[src/rtl/mem_pkg.sv]
// Shared encodings and helpers for the load/store unit: access sizes, FSM states,
// request record and the misalignment predicate.
package mem_pkg;
    localparam logic [1:0] SZ_BYTE = 2'b00;
    localparam logic [1:0] SZ_HALF = 2'b01;
    localparam logic [1:0] SZ_WORD = 2'b10;

    localparam logic [0:0] IDLE   = 1'b0;
    localparam logic [0:0] RMW_WR = 1'b1;

    localparam int NUM_LANES   = 4;
    localparam int LANE_W      = 8;
    localparam int WORD_ADDR_W = 9;

    typedef struct packed {
        logic        load;
        logic        store;
        logic [1:0]  size;
        logic        is_unsigned;
        logic [31:0] addr;
        logic [31:0] wdata;
    } mem_req_t;

    // Size 2'b11 behaves as a word access, so it needs full word alignment.
    function automatic logic is_misaligned(input logic [1:0] size, input logic [1:0] offset);
        case (size)
            SZ_BYTE: is_misaligned = 1'b0;
            SZ_HALF: is_misaligned = offset[0];
            default: is_misaligned = |offset;
        endcase
    endfunction
endpackage

[src/rtl/byte_lane_merge.sv]
// Combinational lane logic: merges store data into an old word and extracts/extends
// the addressed lane of a loaded word.
module byte_lane_merge
    import mem_pkg::*;
(
    input  logic [31:0] old_word,
    input  logic [31:0] wdata,
    input  logic [31:0] rd_word,
    input  logic [1:0]  size,
    input  logic [1:0]  offset,
    input  logic        is_unsigned,
    output logic [31:0] merged,
    output logic [31:0] extracted
);
    logic [LANE_W-1:0] byte_sel;
    logic [15:0]       half_sel;

    for (genvar g = 0; g < NUM_LANES; g++) begin : g_lane
        localparam logic [1:0] LANE = 2'(g);
        logic              lane_en;
        logic [LANE_W-1:0] lane_src;

        // Sub-word store data is right-aligned, so a halfword lane picks its byte by g%2.
        always_comb begin
            case (size)
                SZ_BYTE: begin
                    lane_en  = (offset == LANE);
                    lane_src = wdata[LANE_W-1:0];
                end
                SZ_HALF: begin
                    lane_en  = (offset[1] == LANE[1]);
                    lane_src = wdata[(g % 2)*LANE_W +: LANE_W];
                end
                default: begin
                    lane_en  = 1'b1;
                    lane_src = wdata[g*LANE_W +: LANE_W];
                end
            endcase
        end

        assign merged[g*LANE_W +: LANE_W] = lane_en ? lane_src : old_word[g*LANE_W +: LANE_W];
    end

    assign byte_sel = rd_word[{offset, 3'b000} +: LANE_W];
    assign half_sel = offset[1] ? rd_word[31:16] : rd_word[15:0];

    always_comb begin
        case (size)
            SZ_BYTE: extracted = {{24{~is_unsigned & byte_sel[7]}}, byte_sel};
            SZ_HALF: extracted = {{16{~is_unsigned & half_sel[15]}}, half_sel};
            default: extracted = rd_word;
        endcase
    end
endmodule

[src/rtl/mem_access_unit.sv]
// Load/store unit between the MEM stage and a 512-word data memory; sub-word stores
// run as a registered two-cycle read-modify-write.
module mem_access_unit
    import mem_pkg::*;
(
    input  logic                   clk,
    input  logic                   reset,
    input  logic                   i_load,
    input  logic                   i_store,
    input  logic [1:0]             i_size,
    input  logic                   i_unsigned,
    input  logic [31:0]            i_addr,
    input  logic [31:0]            i_wdata,
    output logic [31:0]            o_rdata,
    output logic                   o_stall,
    output logic                   o_misalign,
    output logic [WORD_ADDR_W-1:0] o_mem_address,
    output logic [31:0]            o_mem_write_data,
    output logic                   o_mem_write,
    output logic                   o_mem_read,
    input  logic [31:0]            i_mem_read_data
);
    mem_req_t    req;
    logic [0:0]  state_q, state_d;
    logic [31:0] old_q;
    logic [31:0] merged, extracted;
    logic        misalign, sub_word;
    logic        addr_hi_unused;

    assign req = '{load: i_load, store: i_store, size: i_size, is_unsigned: i_unsigned,
                   addr: i_addr, wdata: i_wdata};
    assign addr_hi_unused = ^req.addr[31:11];

    assign misalign = (req.load | req.store) & is_misaligned(req.size, req.addr[1:0]);
    assign sub_word = (req.size == SZ_BYTE) | (req.size == SZ_HALF);

    byte_lane_merge u_lanes (
        .old_word    (old_q),
        .wdata       (req.wdata),
        .rd_word     (i_mem_read_data),
        .size        (req.size),
        .offset      (req.addr[1:0]),
        .is_unsigned (req.is_unsigned),
        .merged      (merged),
        .extracted   (extracted)
    );

    // Reset gates every output, which also suppresses the RMW write if reset lands in RMW_WR.
    always_comb begin
        state_d          = state_q;
        o_rdata          = '0;
        o_stall          = 1'b0;
        o_misalign       = 1'b0;
        o_mem_address    = req.addr[10:2];
        o_mem_write_data = '0;
        o_mem_write      = 1'b0;
        o_mem_read       = 1'b0;
        if (reset) begin
            o_mem_address = '0;
        end else if (state_q == RMW_WR) begin
            o_mem_write      = 1'b1;
            o_mem_write_data = merged;
            state_d          = IDLE;
        end else if (misalign) begin
            o_misalign = 1'b1;
        end else if (req.store) begin
            if (sub_word) begin
                o_mem_read = 1'b1;
                o_stall    = 1'b1;
                state_d    = RMW_WR;
            end else begin
                o_mem_write      = 1'b1;
                o_mem_write_data = req.wdata;
            end
        end else if (req.load) begin
            o_mem_read = 1'b1;
            o_rdata    = extracted;
        end
    end

    always_ff @(posedge clk) begin
        if (reset) begin
            state_q <= IDLE;
            old_q   <= '0;
        end else begin
            state_q <= state_d;
            if (state_q == IDLE && state_d == RMW_WR)
                old_q <= i_mem_read_data;
        end
    end
endmodule

[config.mk]
export PLATFORM = sky130hd
export DESIGN_NAME = mem_access_unit
export DESIGN_NICKNAME = d
export VERILOG_FILES = /design/src/rtl/mem_pkg.sv /design/src/rtl/byte_lane_merge.sv /design/src/rtl/mem_access_unit.sv
export SDC_FILE = /design/constraint.sdc
export NUM_CORES = 1
export LEC_CHECK = 0
export BUFFER_PORTS_ARGS = -buffer_cell sky130_fd_sc_hd__buf_2
export CORE_UTILIZATION = 40
export DETAILED_ROUTE_END_ITERATION = 10
export PLACE_DENSITY = 0.77
export SLEW_MARGIN = 20
export SYNTH_ARGS = -nofsm -noshare
export SYNTH_HDL_FRONTEND = slang
export SYNTH_SLANG_ARGS = --single-unit
[constraint.sdc]
create_clock -name clk -period 2.1 [get_ports clk]
set_clock_uncertainty 0.05 [all_clocks]
set_input_delay 0.21 -clock clk [delete_from_list [all_inputs] [get_ports clk]]
set_output_delay 0.21 -clock clk [all_outputs]
set_load 0.05 [all_outputs]
======== After elaboration in Yosys (flattened, before gate mapping) ========
Index checks and enable logic that the tools add are counted.
storage, ports and cells
  bits in registers ....................... 33
  output and inout port bits .............. 77
operators by class
  bitwise gates (word level) .............. 8
  mux-type cells .......................... 44
  reductions and logical operators ........ 5
  equal/unequal tests ..................... 4
  shift-type cells ........................ 1
operator list
  kind                                            count
  two-way mux 32 bit                              10
  case mux 32 bit (2 select lines)                1
  two-way mux 8 bit                               6
  indexed part select 32 x 6 -> 8 bit             1
  two-way mux 1 bit                               19
  two-way mux 16 bit                              1
  case mux 8 bit (2 select lines)                 1
  case mux 1 bit (2 select lines)                 5
  two-way mux 9 bit                               1
  == test 2 x 1 -> 1 bit (second input constant)  2
  == test 2 bit (second input constant)           2
  logical NOT 2 bit                               2
  OR reduction 2 bit                              2
  bitwise AND 1 bit                               3
  NOT 1 bit                                       3
  OR 1 bit                                        2
  logical AND 1 bit                               1

======== Logic depth before layout (Yosys ltp) ========
  depth after elaboration ................. 8
  mapped depth ............................ 7
  depth with buffers taken out ............ 5

======== Cells and area by module ========
Synthesis repeated with hierarchy kept, for this count alone.
unflattened totals
  cells, all modules ...................... 479
  area total of the unflattened synthesis .. 3732.3 µm²
modules (own cells, without submodules)
  module           instances  cells an instance  area each (µm²)
  mem_access_unit  1          281                2117.0
  byte_lane_merge  1          198                1615.3

======== Worst setup path after synthesis ========
OpenSTA, ideal clock, no wires.
  path type ............................... reg2out
  start ................................... reg state_q
  end ..................................... out o_mem_write_data[27]
  buffers on the path ..................... 2
  slack ................................... -1.589 ns
  cell stages (with the launch flop) ...... 6
  arrival time ............................ 3.429 ns
  cells stage by stage .................... dfxtp_1 > nor2b_1 > buf_2 > buf_2 > nor2_1 > a2111oi_0
on the way
  cells in the longest elaborated chain, start to end .. 2
ends and longest elaborated chain
  what                      RTL line               text
  start: declaration        mem_access_unit.sv:24  logic [0:0] state_q, state_d;
  start signal: assignment  mem_access_unit.sv:86  state_q <= state_d;
  two-way mux 32 bit        mem_access_unit.sv:60  end else if (state_q == RMW_WR) begin
  two-way mux 32 bit        mem_access_unit.sv:58  if (reset) begin
  end: declaration          mem_access_unit.sv:18  output logic [31:0] o_mem_write_data,
No other way between the ends.

======== Worst setup path in the final report ========
  start ................................... reg state_q
  end ..................................... out o_mem_write_data[13]
The elaborated chain is that of the path after synthesis.

==> qor.yml <==
finalHoldViolations: 0
arrival_ns: 1.82
coreArea_um2: 6390
synth_edf_count: 0
ir_drop_uv: 267
gr-usage-met1: 0.374
use_met3: 0.0584
clk_latency_ns: 0.29
synth_top_area_cell: "dfxtp_1"
power_leakage_nw: 1.97
synth_common_cells: "nand2_1, a21oi_1, nor2_1"
synth_area_um2: 2670
slew_headroom: 0.618
cpMostUsedCell: "buf_4"
worstHoldPathType: "in2reg"
crit_type: "reg2out"
yosysTopAreaCellShare: 0.248
fillers: 536
syn_inst: 379
drc_errors: 0
dpl.hpwl_um: 8220
area_growth_pct: 58.6
setup_slack_ns: 0.0182
yosysWarnings: 0
path_cells: "nand2b_1, buf_4, a21oi_2, buf_4, o22ai_1, nor3_1, buf_4"
synth_flop_cell: "dfxtp_1"
tightestPinTransition_ns: 0.569
n_antenna_cell: 0
finalCriticalPeriod_ns: 2.08
ios: 180
grt_pass1_vias: 3414
min_period_over_period: 0.991
io_buffers: 158
multi_input_area_um2: 2040
synth.ff_latch_count: 33
vias_per_cell: 5.68
layout-drive-gt1-share: 0.466
drtIter0Drc: 302
grt_max_degree: 34
rsz0062_at_grt: "true"
clk_pin_slew_ns: 0.06
grt-ovfl-total: 0
slowest_delay_ns: 0.38
fp.dieArea_um2: 6990
cts-htree-levels: 2
postCtsHoldBufs: 0
ys_async_sr_fraction: 0
final_max_slew_viol_count: 0
wl_per_cell_um: 17.4
place_congestion: 0.923
nets: 645
antenna_found_initial: 0
cts_tree: "built"
place_worst_setup_slack_ns: -0.130
fp.dieW_um: 83.6
clk_path_buf_depth: 2
path_max_fanout: 11
routed_wl_um: 10800
num_rows: 29
cts_root_buf: "clkbuf_8"
grt.busiest_layer: "met2"
fmax_mhz: 480
start_util: 0.417
synth_most_common_cell: "nand2_1"
syn_area_per_cell_um2: 7.03
die-height_um: 83.6
syn_nets: 482
yosys-top-cells-area: "dfxtp_1, nand2_1, a21oi_1"
crit_path_start_kind: "register"
dp.cells: 610
routed-via-count: 3522
seqCellArea_um2: 662
outcome: "finished clean"
met2_usage: 0.500
hold_ws_ns: 0.118
power_density_nw_per_um2: 435
endpoint_kind: "primary output"
slowest_stage: "dfxtp_2"
grt_pass1_wl_um: 16800
ant_nets: 0
cts_buffers: 5
cap_violations: 0
synth_cell_types: 43
synth_seq_area_share: 0.248
instances_no_fill: 620
track_usage: 0.298
cp_data_required_time_ns: 1.84
drtPass1Iterations: 5
setup_viol: 0
clock_sinks: 33
state kept, by name, summed over array words and instances (netlist names):
register and flops:
old_q 32, state_q 1
path summary, 6_finish.rpt:
| path | startpoint | to | slack [ns] | depth (start not counted) |
|---|---|---|---|---|
| hold / removal | i_mem_read_data[4] | old_q[4]$_SDFFE_PP0P_ | 0.12 | 3 |
| setup reg to reg | state_q$_SDFF_PP0_ | old_q[6]$_SDFFE_PP0P_ | 0.45 | 7 |
| hold reg to reg | old_q[7]$_SDFFE_PP0P_ | old_q[7]$_SDFFE_PP0P_ | 0.40 | 2 |
| setup / recovery | state_q$_SDFF_PP0_ | o_mem_write_data[13] | 0.02 | 7 |
metal layers:
metal	vias up	routed length, um
met3	27	819
met1	1629	4500
met2	188	5250
met4	0	227
li1	1678	-
met5	-	0
where the power goes:
part | switching, mW | leakage [nW] | internal [mW]
logic | 0.425 | 1.64 | 0.233
registers | 0.0124 | 0.268 | 0.644
clock network | 0.230 | 0.0542 | 0.296
per-stage QoR:
step / TNS (ns) / power, mW / utilization / cell area, um^2
after floorplan: -9.47 / 1.06 / - / 2840
after global placement: -0.883 / 1.28 / 0.601 / 3840
after detailed placement: -1.68 / 1.29 / 0.601 / 3840
after CTS: 0 / 1.81 / 0.629 / 4010
after global routing: -0.429 / 1.91 / 0.662 / 4230
final: 0 / 1.84 / 0.662 / 4230
cells in the final DEF (no fill, tap or decap), drive strengths merged, types with 2 or more instances in the layout:
master,count
a2111oi,8
a211oi,10
a21oi,59
a221oi,2
a222oi,7
a22o,8
a22oi,7
and3,2
buf,179
clkbuf,13
dfxtp,33
inv,24
mux2,8
mux2i,19
nand2,69
nand2b,4
nand3,2
nor2,36
nor2b,11
nor3,17
o21ai,3
o22ai,7
worst max-delay path, delay by kind of cell (launching register included):
| kind | cells | cell delay, ns |
|---|---|---|
| AOI/OAI and AO/OA | 2 | 0.21 |
| buffers and inverters | 3 | 0.62 |
| DFF | 1 | 0.38 |
| and+or+nand+nor | 2 | 0.32 |
layout make-up:
class,instances,share of cell area
Tap cell,77,0.0228
Clock inverter,1,0.00118
Sequential cell,33,0.157
Multi-Input combinational cell,293,0.482
Clock buffer,7,0.0228
Timing Repair Buffer,185,0.293
Inverter,24,0.0213
logic make-up (layout without fill, tap and decap cells):
family	Yosys count	in the layout	synth area share
AOI/OAI and AO/OA	119	119	0.316
buffers and inverters	53	217	0.0850
DFF	33	33	0.248
and+or+nand+nor	147	147	0.246
muxes	27	27	0.105
repair_timing:
action | 4_1_cts | 5_1_grt
setup buffers | 0 | 2
setup endpoints to repair | 46 | 51
pin swaps | 2 | 2
resized for setup | 26 | 65
(Power assumes the default switching activity.)
